<file path="src/rtl/maxpool2d_relu_fp32_pkg.sv">
// Shared fp32 helpers for the 2x2 max-pool block.
// MAXPOOL_RELU_EN selects ReLU clamp + magnitude compare; otherwise a full signed fp32 max.
package maxpool2d_relu_fp32_pkg;

  localparam logic [31:0] FP32_ZERO     = 32'h0000_0000;
  localparam int          FP32_SIGN_BIT = 31;

  // Row parity: even rows fill the line buffer, odd rows emit pooled results.
  typedef enum logic {
    PH_FILL = 1'b0,
    PH_EMIT = 1'b1
  } phase_e;

  function automatic logic [31:0] fp32_relu(input logic [31:0] x);
`ifdef MAXPOOL_RELU_EN
    return x[FP32_SIGN_BIT] ? FP32_ZERO : x;
`else
    return x;
`endif
  endfunction

  function automatic logic [31:0] fp32_max(input logic [31:0] a, input logic [31:0] b);
`ifdef MAXPOOL_RELU_EN
    // Both operands are already clamped to non-negative, so magnitude order is value order.
    return (a[30:0] >= b[30:0]) ? a : b;
`else
    if (a[FP32_SIGN_BIT] != b[FP32_SIGN_BIT]) begin
      return a[FP32_SIGN_BIT] ? b : a;
    end else if (!a[FP32_SIGN_BIT]) begin
      return (a[30:0] >= b[30:0]) ? a : b;
    end else begin
      return (a[30:0] <= b[30:0]) ? a : b;
    end
`endif
  endfunction

endpackage

</file>
<file path="src/rtl/maxpool2d_relu_fp32_line_buffer.sv">
// One-row store of horizontal maxima: one write port, one asynchronous read port, no reset.
// Behaviour does not depend on MAXPOOL_RELU_EN.
module pool_line_buffer #(
  parameter int DATA_WIDTH = 32,
  parameter int DEPTH      = 28,
  parameter int AW         = 5
) (
  input  logic                  clk,
  input  logic                  we_i,
  input  logic [AW-1:0]         waddr_i,
  input  logic [DATA_WIDTH-1:0] wdata_i,
  input  logic [AW-1:0]         raddr_i,
  output logic [DATA_WIDTH-1:0] rdata_o
);

  logic [DATA_WIDTH-1:0] mem_q [DEPTH];

  always_ff @(posedge clk) begin
    if (we_i) mem_q[waddr_i] <= wdata_i;
  end

  assign rdata_o = mem_q[raddr_i];

endmodule

</file>
<file path="src/rtl/maxpool2d_relu_fp32.sv">
// Streaming 2x2 stride-2 max-pool over a WIDTH x WIDTH fp32 raster, optional fused ReLU
// (MAXPOOL_RELU_EN). Accepts a sample on every valid_in cycle; outputs are registered.
module maxpool2d_relu_fp32
  import maxpool2d_relu_fp32_pkg::*;
#(
  parameter int DATA_WIDTH = 32,
  parameter int WIDTH      = 56
) (
  input  logic                  clk,
  input  logic                  rst,
  input  logic [DATA_WIDTH-1:0] data_in,
  input  logic                  valid_in,
  output logic [DATA_WIDTH-1:0] data_out,
  output logic                  valid_out,
  output logic                  frame_done
);

  localparam int HALF = WIDTH / 2;
  localparam int CW   = (WIDTH > 2) ? $clog2(WIDTH) : 1;
  localparam int AW   = (HALF > 1) ? $clog2(HALF) : 1;
  localparam logic [CW-1:0] LAST = CW'(WIDTH - 1);

  logic [CW-1:0]         col_q, col_d, row_q, row_d;
  phase_e                phase_q, phase_d;
  logic [DATA_WIDTH-1:0] hold_q, hold_d, data_q, data_d;
  logic [DATA_WIDTH-1:0] sample, hmax, lb_rdata;
  logic                  valid_q, valid_d, fd_q, fd_d;
  logic                  col_wrap, lb_we;
  logic [AW-1:0]         lb_idx;

  always_ff @(posedge clk or negedge rst) begin
    if (!rst) begin
      col_q   <= '0;
      row_q   <= '0;
      phase_q <= PH_FILL;
      data_q  <= '0;
      valid_q <= 1'b0;
      fd_q    <= 1'b0;
    end else begin
      col_q   <= col_d;
      row_q   <= row_d;
      phase_q <= phase_d;
      data_q  <= data_d;
      valid_q <= valid_d;
      fd_q    <= fd_d;
    end
  end

  // Always written on an even column before the odd column reads it.
  always_ff @(posedge clk) begin
    hold_q <= hold_d;
  end

  // Phase tracks the row LSB; it only flips when a row completes.
  always_comb begin
    phase_d = phase_q;
    case (phase_q)
      PH_FILL: if (col_wrap) phase_d = PH_EMIT;
      PH_EMIT: if (col_wrap) phase_d = PH_FILL;
      default: phase_d = PH_FILL;
    endcase
  end

  always_comb begin
    sample   = fp32_relu(data_in);
    hmax     = fp32_max(hold_q, sample);
    col_wrap = valid_in && (col_q == LAST);
    lb_idx   = AW'(col_q >> 1);
    col_d    = col_q;
    row_d    = row_q;
    hold_d   = hold_q;
    lb_we    = 1'b0;
    data_d   = data_q;
    valid_d  = 1'b0;
    fd_d     = 1'b0;
    if (valid_in) begin
      col_d = col_wrap ? '0 : col_q + 1'b1;
      if (col_wrap) row_d = (row_q == LAST) ? '0 : row_q + 1'b1;
      if (!col_q[0]) begin
        hold_d = sample;
      end else if (phase_q == PH_FILL) begin
        lb_we = 1'b1;
      end else begin
        data_d  = fp32_max(lb_rdata, hmax);
        valid_d = 1'b1;
        fd_d    = (row_q == LAST) && (col_q == LAST);
      end
    end
  end

  pool_line_buffer #(
    .DATA_WIDTH (DATA_WIDTH),
    .DEPTH      (HALF),
    .AW         (AW)
  ) u_line_buffer (
    .clk     (clk),
    .we_i    (lb_we),
    .waddr_i (lb_idx),
    .wdata_i (hmax),
    .raddr_i (lb_idx),
    .rdata_o (lb_rdata)
  );

  assign data_out   = data_q;
  assign valid_out  = valid_q;
  assign frame_done = fd_q;

endmodule

</file>
<file path="config.mk">
export PLATFORM = sky130hd
export DESIGN_NAME = maxpool2d_relu_fp32
export DESIGN_NICKNAME = d
export VERILOG_FILES = /design/src/rtl/maxpool2d_relu_fp32_pkg.sv /design/src/rtl/maxpool2d_relu_fp32_line_buffer.sv /design/src/rtl/maxpool2d_relu_fp32.sv
export SDC_FILE = /design/constraint.sdc
export NUM_CORES = 1
export LEC_CHECK = 0
export CAP_MARGIN = 20
export CORE_MARGIN = 3
export CORE_UTILIZATION = 40
export DETAILED_ROUTE_END_ITERATION = 8
export PLACE_DENSITY = 0.64
export SLEW_MARGIN = 20
export SYNTH_ARGS = -nofsm -noshare
export SYNTH_HDL_FRONTEND = slang
export SYNTH_HIERARCHICAL = 1
export SYNTH_SLANG_ARGS = --single-unit
</file>
<file path="constraint.sdc">
create_clock -name clk -period 6.8 [get_ports clk]
set_clock_uncertainty 0.05 [all_clocks]
set_input_delay 0.68 -clock clk [delete_from_list [all_inputs] [get_ports clk]]
set_output_delay 0.68 -clock clk [all_outputs]
set_load 0.02 [all_outputs]
</file>
# Word level (Yosys, flattened, before mapping)
# Memory sizes are Yosys's and may differ from the RTL's.
# Index checks and enable logic that the tools add are counted.
# word_totals
reg_bits	79
ramBits	896
inputBits	35
out_inout_bits	34
elab_cells	51
memories	1
# memory_table
memory	words	word_bits	rd	rd_clocked_by_memory_dff	wr	line	source
u_line_buffer.mem_q	28	32	1	0	1	maxpool2d_relu_fp32_line_buffer.sv:16	logic [DATA_WIDTH-1:0] mem_q [DEPTH];
# op_classes
n_addsub	2
n_lt_le_gt_ge	4
n_eq_ne	4
n_mux	26
bitwise_logic	2
n_reduce_logical	5
# op_table
cell	count
2-to-1 mux 32 bit	10
greater-or-equal comparator 31 bit	2
<= comparator 31 bit	2
2-to-1 mux 1 bit	13
adder 6 x 1 -> 6 bit (second input constant)	2
equality test 6 bit (second input constant)	2
2-to-1 mux 6 bit	2
AND reduction 2 bit	2
AND reduction 3 bit	1
logical AND 1 bit	2
!= test 1 bit	2
inverter 1 bit	2
case mux 1 bit (2 select lines)	1

# Depth between registers and ports, before layout
# Gate-level depths: netlist of the first run.
# logic_depth
ltp_word	8
depth_mapped	21
depth_no_buf	19

# Cells and area by module
# The synthesis of the first run kept the hierarchy.
# by_module_without_submodules
module	instances	cells_per_inst	area_per_inst_um2	seq_area_each_um2
pool_line_buffer	1	1743	34480.6	26905.8
maxpool2d_relu_fp32	1	605	5655.4	2137.0

# Worst setup path before layout of the first run
# OpenSTA, ideal clock, no wires.
# synth_timing
kind	input to register
start	in data_in[29]
end	reg data_q[10], in the netlist data_out[10]
setup_time_ns	0.123
arrival_time_ns	5.064
required_ns	6.627
slack_ns	1.564
cell_stages	20
n_path_buf	3
path_cell_list	inv_1 > ha_1 > nand4_2 > or4_4 > a21oi_2 > mux2i_2 > nor2_1 > buf_2 > buf_2 > a21boi_1 > ha_1 > and4_1 > a221o_1 > a21oi_1 > a21boi_0 > o21ai_1 > o2bb2ai_1 > nand2_1 > clkbuf_1 > o221a_2
# synth_between
elab_chain_len	8
word_cells_on_any_way	15
# synth_lines
item	line	source
start: declaration	maxpool2d_relu_fp32.sv:11	input logic [DATA_WIDTH-1:0] data_in,
greater-or-equal comparator 31 bit / <= comparator 31 bit (equally long branches)	maxpool2d_relu_fp32_pkg.sv:30, maxpool2d_relu_fp32_pkg.sv:32	
2-to-1 mux 32 bit (on tied branches)	maxpool2d_relu_fp32_pkg.sv:30, maxpool2d_relu_fp32_pkg.sv:32	
2-to-1 mux 32 bit	maxpool2d_relu_fp32_pkg.sv:29	end else if (!a[FP32_SIGN_BIT]) begin
2-to-1 mux 32 bit *	maxpool2d_relu_fp32_pkg.sv:27	if (a[FP32_SIGN_BIT] != b[FP32_SIGN_BIT]) begin
greater-or-equal comparator 31 bit / <= comparator 31 bit (equally long branches)	maxpool2d_relu_fp32_pkg.sv:30, maxpool2d_relu_fp32_pkg.sv:32	
2-to-1 mux 32 bit (on tied branches)	maxpool2d_relu_fp32_pkg.sv:30, maxpool2d_relu_fp32_pkg.sv:32	
2-to-1 mux 32 bit	maxpool2d_relu_fp32_pkg.sv:29	
2-to-1 mux 32 bit *	maxpool2d_relu_fp32_pkg.sv:27	
end signal: assignment	maxpool2d_relu_fp32.sv:43	data_q <= data_d;
end: declaration	maxpool2d_relu_fp32.sv:25	logic [DATA_WIDTH-1:0] hold_q, hold_d, data_q, data_d;
# Every way passes the cells marked *; elsewhere a longest branch is shown, timed or not.
# A chain may end at the register's enable or synchronous reset.

# Worst setup path in the final report of the first run
# layout_timing
start	in data_in[13]
end	reg data_q[22], in the netlist data_out[22]
# The elaborated chain is that of the path after synthesis.

==> results by group, run 1 <==
Status
  – Run status: complete, no violations

Timing
  – Setup WS post-layout: around 740 ps
  – Max Clk Rate: roughly 0.16 GHz
  – Slew margin rel.: between 20% and 30%
  – Final hold violation count: 0
  – Post-Route Setup TNS: 0 ps
  – Slew at the pin with the worst max-slew slack: roughly 1100 ps
  – Unrepaired setup endpoints after global routing: false
  – Final setup vio count: 0
  – Max Transition Viols Final: 0
  – Final Cycle Share: about nine tenths
  – Final min period: slightly above 6000 ps

GRT
  – First-pass GRT wire length: 152 mm
  – Overflow after GRT: 0
  – Pin count of the biggest net entering global routing: between 100 and 150
  – Total track usage: between 10% and 20%
  – Vias in the first global route: 22.5k
  – Initial antenna violation count: 0

Setup path
  – CP cell instances: clkdlybuf4s50_1 > inv_1 > ha_1 > nand4_1 > or4_1 > o21ai_0 > mux2i_2 > buf_4 > nor2_2 > buf_4 > mux2i_1 > buf_4 > ha_1 > nand2_1 > nor4_1 > nand4_1 > nand3_1 > a211oi_1 > o2bb2ai_1 > nand2_1 > buf_4 > o221a_2
  – Crit-path max FO: 25
  – WS Path Type: in2reg
  – Type of origin of the critical path: input pin
  – Crit end category: register
  – Flop2flop setup slack: between 800 and 900 ps
  – Crit path DAT: roughly 6600 ps
  – Required @ worst endpoint: between 7000 and 8000 ps
  – Crit path max-delay cell type: or4_1
  – CP max stage delay: 610 ps
  – Crit path top cell by count: buf_4

Floorplan
  – Full die area: ~100000 um^2
  – Row cnt: roughly 120
  – I/O pin count: slightly below 70
  – Core Region: about 99000 um^2
  – DIE WIDTH: between 300 and 400 um
  – Initial core utilization: about 41%
  – Die H: 323 um

Clock network
  – Post-cts resize count: 0
  – CTS tree: done
  – Clk Latency, worst-skew pair: around 650 ps
  – H-tree Lvls: 3
  – Post-CTS setup buffer count: 0
  – CTS sink count: approximately 980
  – CTS Buffer Depth: 3
  – # hold bufs at CTS: 0
  – Worst-path clk slew: approximately 60 ps
  – Clock Tree Root: clkbuf_16
  – CTS Buf Count: 95

Logic synthesis
  – Top area cells in the synthesized netlist: edfxtp_1 (69%), mux2i_1 (6.4%), mux4_2 (5.4%), dfrtp_1 (2.9%), ha_1 (2.1%)
  – Synth Flop Type: edfxtp_1
  – Seq/Total Area, Yosys: just over 70%
  – FFs w/ async S/R, synth: around 4.8%
  – Yosys top cell area share: slightly below 70%
  – Post-Synthesis Cell Area: ~40000 um^2
  – Synthesized instance count: around 2.3k
  – Post-synth net total: 2449
  – Unique cell type count in the Yosys netlist: 68
  – Flops & latches, synth: between 900 and 1k
  – Yosys top cell by area: edfxtp_1
  – Synthesized area per cell: roughly 17 um^2
  – Synth warnings: 6
  – EDFF count, synth: between 900 and 1k

Drt
  – Detailed-router iteration count before antenna repair: 8
  – Vias: approximately 23k
  – DRT iter0 DRCs: roughly 2.5k
  – Post-route DRC: 0
  – DR WL/cell: between 20 and 30 um
  – WL final: around 100 mm
  – DRT antenna net count: 0
  – Avg Vias per Cell: roughly 5.9

Power and ir drop
  – Max VDD drop: approximately 0.28 mV
  – Pwr dens: 413 nW/um^2
  – Static Leakage: between 15 and 20 nW

Final layout
  – Commonest non-fill, non-tap cell in the layout: edfxtp_1
  – Fillers: 8258
  – Synth-to-Final Area Change: 14.1%
  – Reg area: between 20000 and 30000 um^2
  – Diode count: 0
  – Nets: around 2.6k
  – Most frequent cells in the layout: edfxtp_1 (928), mux2i_1 (258), nand2_1 (125), a21oi_1 (109), clkbuf_16 (98)
  – Layout cells sized above 1: approximately 15%
  – Area of the multi-input gates: around 10000 um^2

Placement
  – HPWL Detailed: around 63 mm
  – GPL Wtd Cong: 0.896
  – Setup WS pre-CTS: approximately 200 ps
  – IO buf count: 68

Job
  – Max-Cap Viols: 0

Hold path
  – Hold Path Class: in2async
==> logic make-up after synthesis <==
family | count (synthesis) | share of synthesized area [%]
muxes | 358 | 12.0
adders and majority gates | 66 | 2.06
AOI/OAI and AO/OA | 391 | 6.68
and+or+nand+nor | 337 | 4.06
DFF | 975 | 72.4
xor gates and xnor gates | 5 | 0.109
buffers and inverters | 216 | 2.76
==> path summary, 6_finish.rpt <==
kind | start | to | cells after the start
setup / recovery | data_in[13] | data_out[22]$_DFFE_PN0P_ | 22
hold / removal | rst | data_out[18]$_DFFE_PN0P_ | 2
hold reg to reg | row_q[2]$_DFFE_PN0P_ | row_q[2]$_DFFE_PN0P_ | 1
setup reg to reg | hold_q[13]$_DFFE_PP_ | data_out[22]$_DFFE_PN0P_ | 20
min in group clk | row_q[2]$_DFFE_PN0P_ | row_q[2]$_DFFE_PN0P_ | 1
max in group asynchronous | rst | col_q[3]$_DFFE_PN0P_ | 2
==> cells in the mapped netlist (39+ instances only) <==
cell / instances
ha_1: 66
nand2_1: 125
nand3_1: 79
a21oi_1: 110
dfrtp_1: 47
inv_1: 93
mux4_2: 97
a22oi_1: 58
clkbuf_1: 47
nor2_1: 46
o21ai_0: 54
o221ai_1: 39
edfxtp_1: 928
mux2i_1: 258
==> final cells by class <==
type	count	share of cell area, %
Sequential cell	975	63.4
Multi-Input combinational cell	1157	22.3
Clock buffer	115	5.54
Tap cell	1287	3.52
Timing Repair Buffer	155	3.14
Clock inverter	55	1.25
Inverter	95	0.779
==> power by group <==
group / internal (mW) / switching (mW) / leakage [nW] / total (mW)
logic: 2.33 / 3.97 / 5.10 / 6.30
clock network: 3.07 / 2.19 / 1.53 / 5.26
registers: 7.03 / 0.323 / 8.94 / 7.35
==> registers in the layout (all words and copies together), names as in the netlist <==
signal and count:
frame_done 1, u_line_buffer/mem_q 896, valid_out 1, data_out 32, row_q 6, col_q 6, phase_q 1, hold_q 32
==> stage by stage <==
stage,cell area (um^2),hold slack [ps],power (mW),std cells,util (%)
after floorplan,40100,334,11.5,2348,-
after CTS,45800,71.4,19.0,3838,46.2
after global placement,42700,427,13.6,3668,43.1
final,45800,76.2,18.9,3839,46.3
after detailed placement,42700,444,13.7,3668,43.1
after global routing,45800,129,19.7,3839,46.3
==> critical path, delay by kind of cell <==
family | cells | cell delay [ps]
AND/OR/NAND/NOR | 8 | 2020
adder cells (fa/ha/maj) | 2 | 530
multiplexers | 2 | 490
AO/OA/AOI/OAI | 4 | 1290
buffers and inverters | 6 | 1500
==> layer usage <==
metal	vias to the layer above	global-route usage, %	part of all wire [%]
li1	9630	-	-
met4	0	6.17	2.8
met5	-	0	0
met2	952	32.2	48
met1	11800	27.0	42
met3	179	3.28	7.1
Power figures use the tool's default switching activity.
==> inputs of run 2 (changes only) <==
CORE_ASPECT_RATIO = 0.8   (was default)
SLEW_MARGIN = default   (was 20)
==> results by group, run 2 (synthesis gave the netlist of run 1 again) <==
Timing
  – Final setup vio count: 0 (unchanged)
  – Post-Route Setup TNS: 0 ps (unchanged)
  – Max Clk Rate: 0.166 GHz (was 0.165 GHz)
  – Slew at the pin with the worst max-slew slack: 1170 ps (was 1120 ps)
  – Min Hold Slack: 99.3 ps (was 76.2 ps)
  – Final Cycle Share: 88.6% (was 89.2%)
  – Unrepaired setup endpoints after global routing: false (unchanged)
  – Final hold violation count: 0 (unchanged)
  – Final min period: 6020 ps (was 6060 ps)
  – Slew margin rel.: 21.9% (was 25.3%)
  – Max Transition Viols Final: 0 (unchanged)

Clock network
  – CTS Buf Count: 92 (was 95)
  – Clk Latency, worst-skew pair: 660 ps (was 650 ps)
  – CTS Buffer Depth: 3 (unchanged)
  – CTS tree: done (unchanged)
  – Clock Tree Root: clkbuf_16 (unchanged)
  – Post-cts resize count: 0 (unchanged)
  – Worst-path clk slew: 60 ps (about the same)
  – # hold bufs at CTS: 0 (unchanged)
  – Post-CTS setup buffer count: 0 (unchanged)
  – CTS sink count: 975 (unchanged)
  – H-tree Lvls: 3 (unchanged)

Status
  – Run status: complete, no violations (unchanged)

Final layout
  – Most flop-heavy register: u_line_buffer/mem_q (unchanged)
  – Most frequent cells in the layout: edfxtp_1 (928), mux2i_1 (258), nand2_1 (125), a21oi_1 (109), mux4_2 (97) (was edfxtp_1 (928), mux2i_1 (258), nand2_1 (125), a21oi_1 (109), clkbuf_16 (98))
  – Synth-to-Final Area Change: 14.5% (was 14.1%)
  – Max FFs per register: 896 (unchanged)
  – Layout cells sized above 1: 15.6% (was 15.4%)
  – Finished Layout Cells: 3877 (was 3839)
  – Post-Layout Inst Area: 46000 um^2 (was 45800 um^2)
  – Nets: 2587 (was 2580)
  – Commonest non-fill, non-tap cell in the layout: edfxtp_1 (unchanged)

Setup path
  – Flop2flop setup slack: 880 ps (was 830 ps)
  – Reg2reg end: data_out[12]$_DFFE_PN0P_ (was data_out[22]$_DFFE_PN0P_)
  – WS Path Type: in2reg (unchanged)
  – FF-to-FF path depth: 19 (was 20)
  – Required @ worst endpoint: 7270 ps (was 7290 ps)
  – Worst r2r src: hold_q[29]$_DFFE_PP_ (was hold_q[13]$_DFFE_PP_)
  – Crit end category: register (unchanged)
  – Crit-path max FO: 26 (was 25)
  – Type of origin of the critical path: input pin (unchanged)
  – Crit path DAT: 6500 ps (was 6550 ps)

Power and ir drop
  – Comb power frac: 33.5% (was 33.3%)
  – Sw power: 6.54 mW (was 6.48 mW)
  – Static Leakage: 15.6 nW (about the same)
  – Switching share of power: 34.5% (was 34.3%)
  – Sequential power share: 38.8% (was 38.9%)
  – Pint: 12.4 mW (about the same)
  – Clock Power Share: 27.7% (was 27.8%)
  – Max VDD drop: 0.243 mV (was 0.277 mV)
  – Pwr dens: 413 nW/um^2 (about the same)

Floorplan
  – Core Region: 99100 um^2 (was 99000 um^2)
  – Die H: 289 um (was 323 um)
  – DIE WIDTH: 360 um (was 323 um)
  – I/O pin count: 69 (unchanged)
  – Full die area: 104000 um^2 (about the same)
  – Initial core utilization: 40.5% (about the same)
  – Row cnt: 103 (was 115)

Hold path
  – Hold Path Class: in2async (unchanged)

Drt
  – DR WL/cell: 26.8 um (about the same)
  – DRT iter0 DRCs: 3012 (was 2515)
  – Detailed-router iteration count before antenna repair: 6 (was 8)
  – WL final: 104 mm (was 103 mm)
  – DRT antenna net count: 0 (unchanged)
  – Avg Vias per Cell: 5.89 (about the same)
  – Post-route DRC: 0 (unchanged)
  – Vias: 22.8k (was 22.6k)

GRT
  – Vias in the first global route: 22.3k (was 22.5k)
  – First-pass GRT wire length: 150 mm (was 152 mm)
  – Pin count of the biggest net entering global routing: 84 (was 105)
  – Overflow after GRT: 0 (unchanged)
  – Total track usage: 19.6% (was 19.7%)
  – Initial antenna violation count: 2 (was 0)

Placement
  – Inst Count DP: 3701 (was 3668)
  – Placed inst area: 42800 um^2 (was 42700 um^2)
  – IO buf count: 68 (unchanged)
  – GPL Wtd Cong: 0.861 (was 0.896)
  – HPWL Detailed: 63.2 mm (was 62.6 mm)

Job
  – Max-Cap Viols: 0 (unchanged)
==> run 2: power by group through the flow <==
stage | Clock (mW) | Combinational [mW] | Sequential, mW
finish | 5.26 | 6.36 | 7.36
floorplan | 0 | 4.10 | 7.36
detailed placement | 0 | 6.26 | 7.48
global route | 5.58 | 6.74 | 7.39
global placement | 0 | 6.12 | 7.48
CTS | 5.35 | 6.28 | 7.36
==> run 2: layer usage <==
metal / global-route usage (%) / routed length [um]
met2: 29.5 / 45700
met3: 3.98 / 9550
met4: 4.93 / 2220
met5: 0 / 0
met1: 29.3 / 46400
==> run 2: layout make-up <==
type / instances / area [um^2]
Multi-Input combinational cell: 1157 / 10200
Fill cell: 8216 / 53100
Timing Repair Buffer: 165 / 1570
Sequential cell: 975 / 29100
Clock inverter: 64 / 712
Antenna cell: 1 / 2.50
Clock buffer: 108 / 2400
Inverter: 95 / 357
Tap cell: 1312 / 1640
==> run 2: worst max-delay path by stage <==
stage,from,end,cells past startpoint
final,data_in[13],data_out[12]$_DFFE_PN0P_,21
after global routing,data_in[10],data_out[16]$_DFFE_PN0P_,21
after CTS,data_in[13],data_out[17]$_DFFE_PN0P_,21
after detailed placement,data_in[13],data_out[12]$_DFFE_PN0P_,21
after global placement,data_in[26],data_out[21]$_DFFE_PN0P_,21
after floorplan,data_in[29],data_out[10]$_DFFE_PN0P_,20
==> run 2: critical path, cell delays in order <==
cell and delay, ps:
clkdlybuf4s50_1 530, inv_1 60, ha_1 340, nand4_1 130, or4_1 610, o21ba_2 250
nand4b_1 120, mux2i_2 100, buf_4 240, o21ai_0 330, a21boi_0 680, ha_1 400
a211oi_1 280, nand3_1 140, o211ai_1 240, nand3b_1 180, o21ai_1 220, o2bb2ai_1 330
nand2_1 110, buf_4 250, o221a_2 280
==> run 2: stage by stage <==
step	util [%]	setup slack [ps]	power, mW
global placement	43.2	480	13.6
detailed placement	43.2	299	13.7
floorplan	-	1560	11.5
finish	46.4	777	19.0
CTS	46.3	942	19.0
global route	46.4	545	19.7
